==> src/rtl/counter_op_pkg.sv <==
// ---------------------------------------------------------------------------
// counter_op_pkg
// Shared types and constants for the counter op scheduler.
//   cnt_op_t  : two-bit op code carried on each requester's req_op slice
//   CNT_WIDTH : default width of the count registers and data words
// ---------------------------------------------------------------------------
package counter_op_pkg;

    typedef enum logic [1:0] {
        OP_INC  = 2'b00,
        OP_ROL  = 2'b01,
        OP_LOAD = 2'b10,
        OP_READ = 2'b11
    } cnt_op_t;

    localparam int CNT_WIDTH = 8;

endpackage : counter_op_pkg

==> src/rtl/counter_op_alu.sv <==
// ---------------------------------------------------------------------------
// counter_op_alu
// Combinational next-value unit shared by all channels.
//   op       in  : operation to apply
//   cur      in  : current value of the granted channel's count register
//   load_val in  : value used by OP_LOAD
//   nxt      out : value written back to the channel register
// ---------------------------------------------------------------------------
module counter_op_alu
    import counter_op_pkg::*;
#(
    parameter int WIDTH = CNT_WIDTH
) (
    input  cnt_op_t            op,
    input  logic [WIDTH-1:0]   cur,
    input  logic [WIDTH-1:0]   load_val,
    output logic [WIDTH-1:0]   nxt
);

    // Select the result of the requested operation.
    always_comb begin
        nxt = cur;
        case (op)
            OP_INC:  nxt = cur + WIDTH'(1);
            OP_ROL:  nxt = {cur[WIDTH-2:0], cur[WIDTH-1]};
            OP_LOAD: nxt = load_val;
            OP_READ: nxt = cur;
            default: nxt = cur;
        endcase
    end

endmodule : counter_op_alu

==> src/rtl/counter_op_scheduler.sv <==
// ---------------------------------------------------------------------------
// counter_op_scheduler
// Round-robin scheduler sharing one counter ALU among NREQ channels, each
// with a private count register, and returning the updated value through a
// single registered valid/ready response port.
//   clk        in  : clock
//   rst        in  : synchronous active-low reset
//   req_valid  in  : per-requester request valid
//   req_op     in  : per-requester op code (2 bits each)
//   req_data   in  : per-requester LOAD value (WIDTH bits each)
//   req_ready  out : one-hot grant (combinational)
//   resp_valid out : response register holds a result
//   resp_ready in  : consumer accepts the response
//   resp_id    out : requester the response belongs to
//   resp_data  out : channel register value after the op
// ---------------------------------------------------------------------------
module counter_op_scheduler
    import counter_op_pkg::*;
#(
    parameter int NREQ  = 4,
    parameter int WIDTH = CNT_WIDTH,
    localparam int IDW  = (NREQ > 1) ? $clog2(NREQ) : 1
) (
    input  logic                    clk,
    input  logic                    rst,
    input  logic [NREQ-1:0]         req_valid,
    input  logic [NREQ*2-1:0]       req_op,
    input  logic [NREQ*WIDTH-1:0]   req_data,
    output logic [NREQ-1:0]         req_ready,
    output logic                    resp_valid,
    input  logic                    resp_ready,
    output logic [IDW-1:0]          resp_id,
    output logic [WIDTH-1:0]        resp_data
);

    logic [WIDTH-1:0] cnt_q [NREQ];
    logic [WIDTH-1:0] cnt_d [NREQ];
    logic [IDW-1:0]   ptr_q, ptr_d;
    logic             resp_valid_q, resp_valid_d;
    logic [IDW-1:0]   resp_id_q, resp_id_d;
    logic [WIDTH-1:0] resp_data_q, resp_data_d;

    logic [1:0]       op_arr_s   [NREQ];
    logic [WIDTH-1:0] data_arr_s [NREQ];
    logic             can_issue_s;
    logic             found_s;
    logic [IDW-1:0]   gnt_id_s;
    logic [NREQ-1:0]  grant_s;
    logic             accept_s;
    logic [WIDTH-1:0] alu_nxt_s;

    // Split the flat request buses into per-channel fields.
    always_comb begin
        for (int i = 0; i < NREQ; i++) begin
            op_arr_s[i]   = req_op[i*2 +: 2];
            data_arr_s[i] = req_data[i*WIDTH +: WIDTH];
        end
    end

    // Round-robin search: first valid requester at or after the pointer.
    always_comb begin
        logic [IDW:0] k_w;
        logic [IDW-1:0] k_s;
        found_s  = 1'b0;
        gnt_id_s = '0;
        k_w      = '0;
        k_s      = '0;
        for (int i = 0; i < NREQ; i++) begin
            k_w = {1'b0, ptr_q} + (IDW+1)'(i);
            if (k_w >= (IDW+1)'(NREQ)) begin
                k_w = k_w - (IDW+1)'(NREQ);
            end else begin
                k_w = k_w;
            end
            k_s = k_w[IDW-1:0];
            if (!found_s && req_valid[k_s]) begin
                found_s  = 1'b1;
                gnt_id_s = k_s;
            end else begin
                found_s  = found_s;
            end
        end
    end

    // Grant only when the response slot is free or draining this cycle.
    always_comb begin
        can_issue_s = !resp_valid_q || resp_ready;
        grant_s     = '0;
        if (rst && can_issue_s && found_s) begin
            grant_s[gnt_id_s] = 1'b1;
        end else begin
            grant_s = '0;
        end
        accept_s  = |grant_s;
        req_ready = grant_s;
    end

    counter_op_alu #(
        .WIDTH (WIDTH)
    ) u_alu (
        .op       (cnt_op_t'(op_arr_s[gnt_id_s])),
        .cur      (cnt_q[gnt_id_s]),
        .load_val (data_arr_s[gnt_id_s]),
        .nxt      (alu_nxt_s)
    );

    // Next state of count registers, pointer and response register.
    always_comb begin
        for (int i = 0; i < NREQ; i++) begin
            cnt_d[i] = cnt_q[i];
        end
        ptr_d        = ptr_q;
        resp_valid_d = resp_valid_q;
        resp_id_d    = resp_id_q;
        resp_data_d  = resp_data_q;
        if (accept_s) begin
            cnt_d[gnt_id_s] = alu_nxt_s;
            resp_valid_d    = 1'b1;
            resp_id_d       = gnt_id_s;
            resp_data_d     = alu_nxt_s;
            if (gnt_id_s == IDW'(NREQ - 1)) begin
                ptr_d = '0;
            end else begin
                ptr_d = gnt_id_s + IDW'(1);
            end
        end else if (resp_valid_q && resp_ready) begin
            resp_valid_d = 1'b0;
        end else begin
            resp_valid_d = resp_valid_q;
        end
    end

    // State registers with synchronous active-low reset.
    always_ff @(posedge clk) begin
        if (!rst) begin
            for (int i = 0; i < NREQ; i++) begin
                cnt_q[i] <= '0;
            end
            ptr_q        <= '0;
            resp_valid_q <= 1'b0;
            resp_id_q    <= '0;
            resp_data_q  <= '0;
        end else begin
            for (int i = 0; i < NREQ; i++) begin
                cnt_q[i] <= cnt_d[i];
            end
            ptr_q        <= ptr_d;
            resp_valid_q <= resp_valid_d;
            resp_id_q    <= resp_id_d;
            resp_data_q  <= resp_data_d;
        end
    end

    assign resp_valid = resp_valid_q;
    assign resp_id    = resp_id_q;
    assign resp_data  = resp_data_q;

endmodule : counter_op_scheduler

==> config.mk <==
export PLATFORM = sky130hd
export DESIGN_NAME = counter_op_scheduler
export DESIGN_NICKNAME = d
export VERILOG_FILES = /design/src/rtl/counter_op_pkg.sv /design/src/rtl/counter_op_alu.sv /design/src/rtl/counter_op_scheduler.sv
export SDC_FILE = /design/constraint.sdc
export NUM_CORES = 1
export LEC_CHECK = 0
export BUFFER_PORTS_ARGS = -buffer_cell sky130_fd_sc_hd__clkbuf_2
export CAP_MARGIN = 20
export CORE_MARGIN = 1
export CORE_UTILIZATION = 50
export CTS_CLUSTER_SIZE = 30
export DETAILED_ROUTE_END_ITERATION = 10
export PLACE_DENSITY = 0.87
export SYNTH_ARGS = -nofsm -noshare
export SYNTH_HDL_FRONTEND = slang
export SYNTH_HIERARCHICAL = 1
export SYNTH_SLANG_ARGS = --single-unit
==> constraint.sdc <==
create_clock -name clk -period 3.3 [get_ports clk]
set_input_delay 0.165 -clock clk [delete_from_list [all_inputs] [get_ports clk]]
set_output_delay 0.165 -clock clk [all_outputs]
set_load 0.05 [all_outputs]
==> qor.yml <==
outcome: "completed"
synth-async-reset-ratio: 0
crit_path_launch_type: "flop"
crit_path_start: "ptr_q[0]"
multi_input_area_um2: 1821
worst-endpoint-arrival_ps: 3310
drt-wirelength-per-cell_um: 16.57
globalRouteMet1Util: 0.2951
post_synth_xor_area_fraction: 0.01511
timing.critical_path.to: "resp_data[6]"
layout.nets: 419
crit-reg2reg-launch: "ptr_q[0]"
clkLatencyLatePin_ps: 310
worstSetupEndpointType: "flop"
drt_first_pass_iters: 4
cts-root-buf: "clkbuf_8"
layout_stage_area_growth_over_the_synthesis_result_pct: 19.85
final.setup_skew_ps: 7.214
antenna-diode-count: 0
cap_violations: 0
gr-usage-met2: 0.4325
grt_total_ovfl: 0
floorplan.rows: 27
fp.coreArea_um2: 5540
synth_top_family_by_area: "multiplexers"
worstRegToRegCells: 15
fillerInstances: 443
cp_max_fo: 26
critPathMostFrequentCell: "mux2i_1"
synth-edff-count: 0
grt_start_max_net_pins: 33
ant_nets: 0
final_core_util: 0.6271
powerDensity_nw_per_um2: 478.6
worst-endpoint-required_ps: 3480
final.period_utilization: 0.9485
numCtsBuffers: 5
design.die.area_um2: 6107
syn_avg_cell_area_um2: 9.382
area_fraction_in_compound_gates_after_synthesis: 0.1135
effective_utilization_at_floorplan: 0.5233
library_cell_contributing_the_largest_single_delay_on_the_critical_path: "mux4_2"
rsz0062_at_grt: "false"
post_synth_num_cell_types: 45
netlist_instances: 309
worstHoldPathType: "input port to flop"
rrSetupSlack_ps: 170
synth.cell_area_um2: 2899
grt_antenna_before_repair: 0
finalMaxSlewViolations: 0
grt_pass1_wl_um: 11920
synth_simple_gate_area_share: 0.1618
drt-total-wl_um: 7341
timing.final.setup_violations: 0
via_count_of_the_first_global_routing_pass: 2567
synth.yosys.seq_area_share: 0.3107
grt_util_met3: 0.04884
worst-slew-pin-transition_ps: 658.4
routed-via-count: 2622
mux_contribution_to_synthesized_area: 0.3233
synth_flop_cell: "dfxtp_1"
vdd_ir_drop_max_mv: 0.2979
sequential_standard_cell_area_um2: 900.9
globalRoute.busiestLayer: "met2"
synth-adder-area-share: 0.008632
drt-vias-per-instance: 5.919
cts_sinks: 45
hold_buffers: 0
path_cells: "nor2b_1, o21a_1, or2_1, buf_12, mux2i_1, mux2i_1, buf_4, ha_2, nand4_2, xnor2_1, mux4_2, nand2_1, nor2_1, a32oi_1, o311ai_0"
route.detailed.drc: 0
clock_tree_from_tritoncts: "yes"
critPathMaxStageDelay_ps: 480
design.portCount: 62
h_tree_lvl_count: 2
drt_iter0_drc: 266
chipHeight_um: 78.15
ys_seq_elements: 45
place_hpwl_um: 5131
port_buffers: 61
critical_path.reg2reg.endpoint: "resp_data[6]"
clk_transition_reported_paths_ps: 90
gp_congestion: 0.8583
slew_headroom: 0.5611
criticalPathCategory: "flop to flop"
cts.path.max_buffers: 2
track_usage: 0.2470
hold_violation_count_in_the_final_report: 0
tns_ps: 0
power_leakage_uw: 0.001511
max_clock_freq_ghz: 0.3195
final_layout_size_suffix_gt1_frac: 0.2884
period_needed_ps: 3130
die_span_x_um: 78.15
number_of_warnings_issued_by_yosys: 6
synth_nets: 358
## routing by layer
metal  part of all wire  vias up  routed length (um)
met4              0.020        0                 145
met3              0.050       19                 370
li1                   -     1260                   -
met1               0.40     1268                2930
met2               0.53       75                3894
met5                  0        -                   0
## how the worst min path moves through the flow
stage / startpoint / to / slack [ps] / depth (start not counted)
final: resp_ready / resp_valid / 230 / 3
after global placement: cnt_q[1][2] / cnt_q[1][2] / 440 / 2
after global routing: resp_ready / resp_valid / 270 / 3
after CTS: resp_ready / resp_valid / 230 / 3
after detailed placement: cnt_q[3][1] / cnt_q[3][1] / 450 / 2
after floorplan: cnt_q[0][7] / cnt_q[0][7] / 430 / 2
## metrics by stage
step | hold slack, ps | power (uW) | setup WS (ps) | cells | instance area (um2)
global placement | 442.4 | 1208 | 267.3 | 435 | 3342
global route | 269.9 | 1735 | 21.48 | 443 | 3475
detailed placement | 448.5 | 1226 | 103.0 | 435 | 3342
floorplan | 434.1 | 1064 | 193.7 | 309 | 2899
finish | 234.8 | 1663 | 170.0 | 443 | 3475
CTS | 232.0 | 1656 | 131.7 | 443 | 3458
## kinds of logic (layout without fill, tap and decap cells)
group,count (synthesis),count (layout)
mux,85,85
flops,45,45
compound gates,46,46
simple gates,93,93
fa+ha+maj,2,2
xor+xnor,5,5
buf+inv,33,95
## layout make-up
class	instances	share of cell area
Multi-Input combinational cell	231	0.5239
Sequential cell	45	0.2593
Timing Repair Buffer	80	0.1484
Tap cell	72	0.02593
Clock buffer	7	0.02485
Inverter	7	0.009003
Clock inverter	1	0.008642
## cells in the final DEF (no fill, tap or decap), drive strengths merged, types with 5 or more instances in the layout
cell,count
a32oi,8
o21ai,5
nor2b,6
mux2i,79
buf,21
nand4,9
inv,6
nand2,46
mux4,6
a31oi,5
nor2,10
o311ai,8
a21oi,10
nand3,11
clkbuf,66
dfxtp,45
## synthesized netlist by cell type, types with 5 or more instances
master     n  area (um2)
a32oi_1    8       70.07
buf_4      5       37.54
nor2_1    10       37.54
mux2i_1   79       790.8
buf_2      7       35.03
nor2b_1    6       37.54
nand4_1    8       50.05
o311ai_0   7       61.31
a31oi_1    5       31.28
dfxtp_1   45       900.9
nand3_1    9       45.04
nand2_1   45       168.9
inv_1      5       18.77
buf_6      5       56.30
a21oi_1   10       50.05
clkbuf_1   7       26.28
## power breakdown
| part | total (uW) | internal, uW | switching (uW) | leakage (uW) |
|---|---|---|---|---|
| sequential | 601 | 578 | 22.7 | 0.000365 |
| combinational | 625 | 252 | 373 | 0.00109 |
| clock | 438 | 247 | 191 | 0.0000585 |
## registers in the layout, summed over array words and instances, names as in the netlist
signal,cells
ptr_q,2
resp_valid,1
resp_id,2
resp_data,8
cnt_q,32
## critical path, delay by kind of cell, from the launching register on
kind / cells / cell delay [ps]
multiplexers: 3 / 790
AO/OA/AOI/OAI: 3 / 440
XOR/XNOR: 1 / 130
AND/OR/NAND/NOR: 5 / 670
flip-flops: 1 / 360
adder cells (fa/ha/maj): 1 / 230
buffers and inverters: 2 / 370
## timing repair
action,in CTS,in global routing
buffers inserted,0,0
endpoints found under the setup margin,0,2
resized for setup,0,5
No activity file was read; power rests on OpenSTA's default activity.
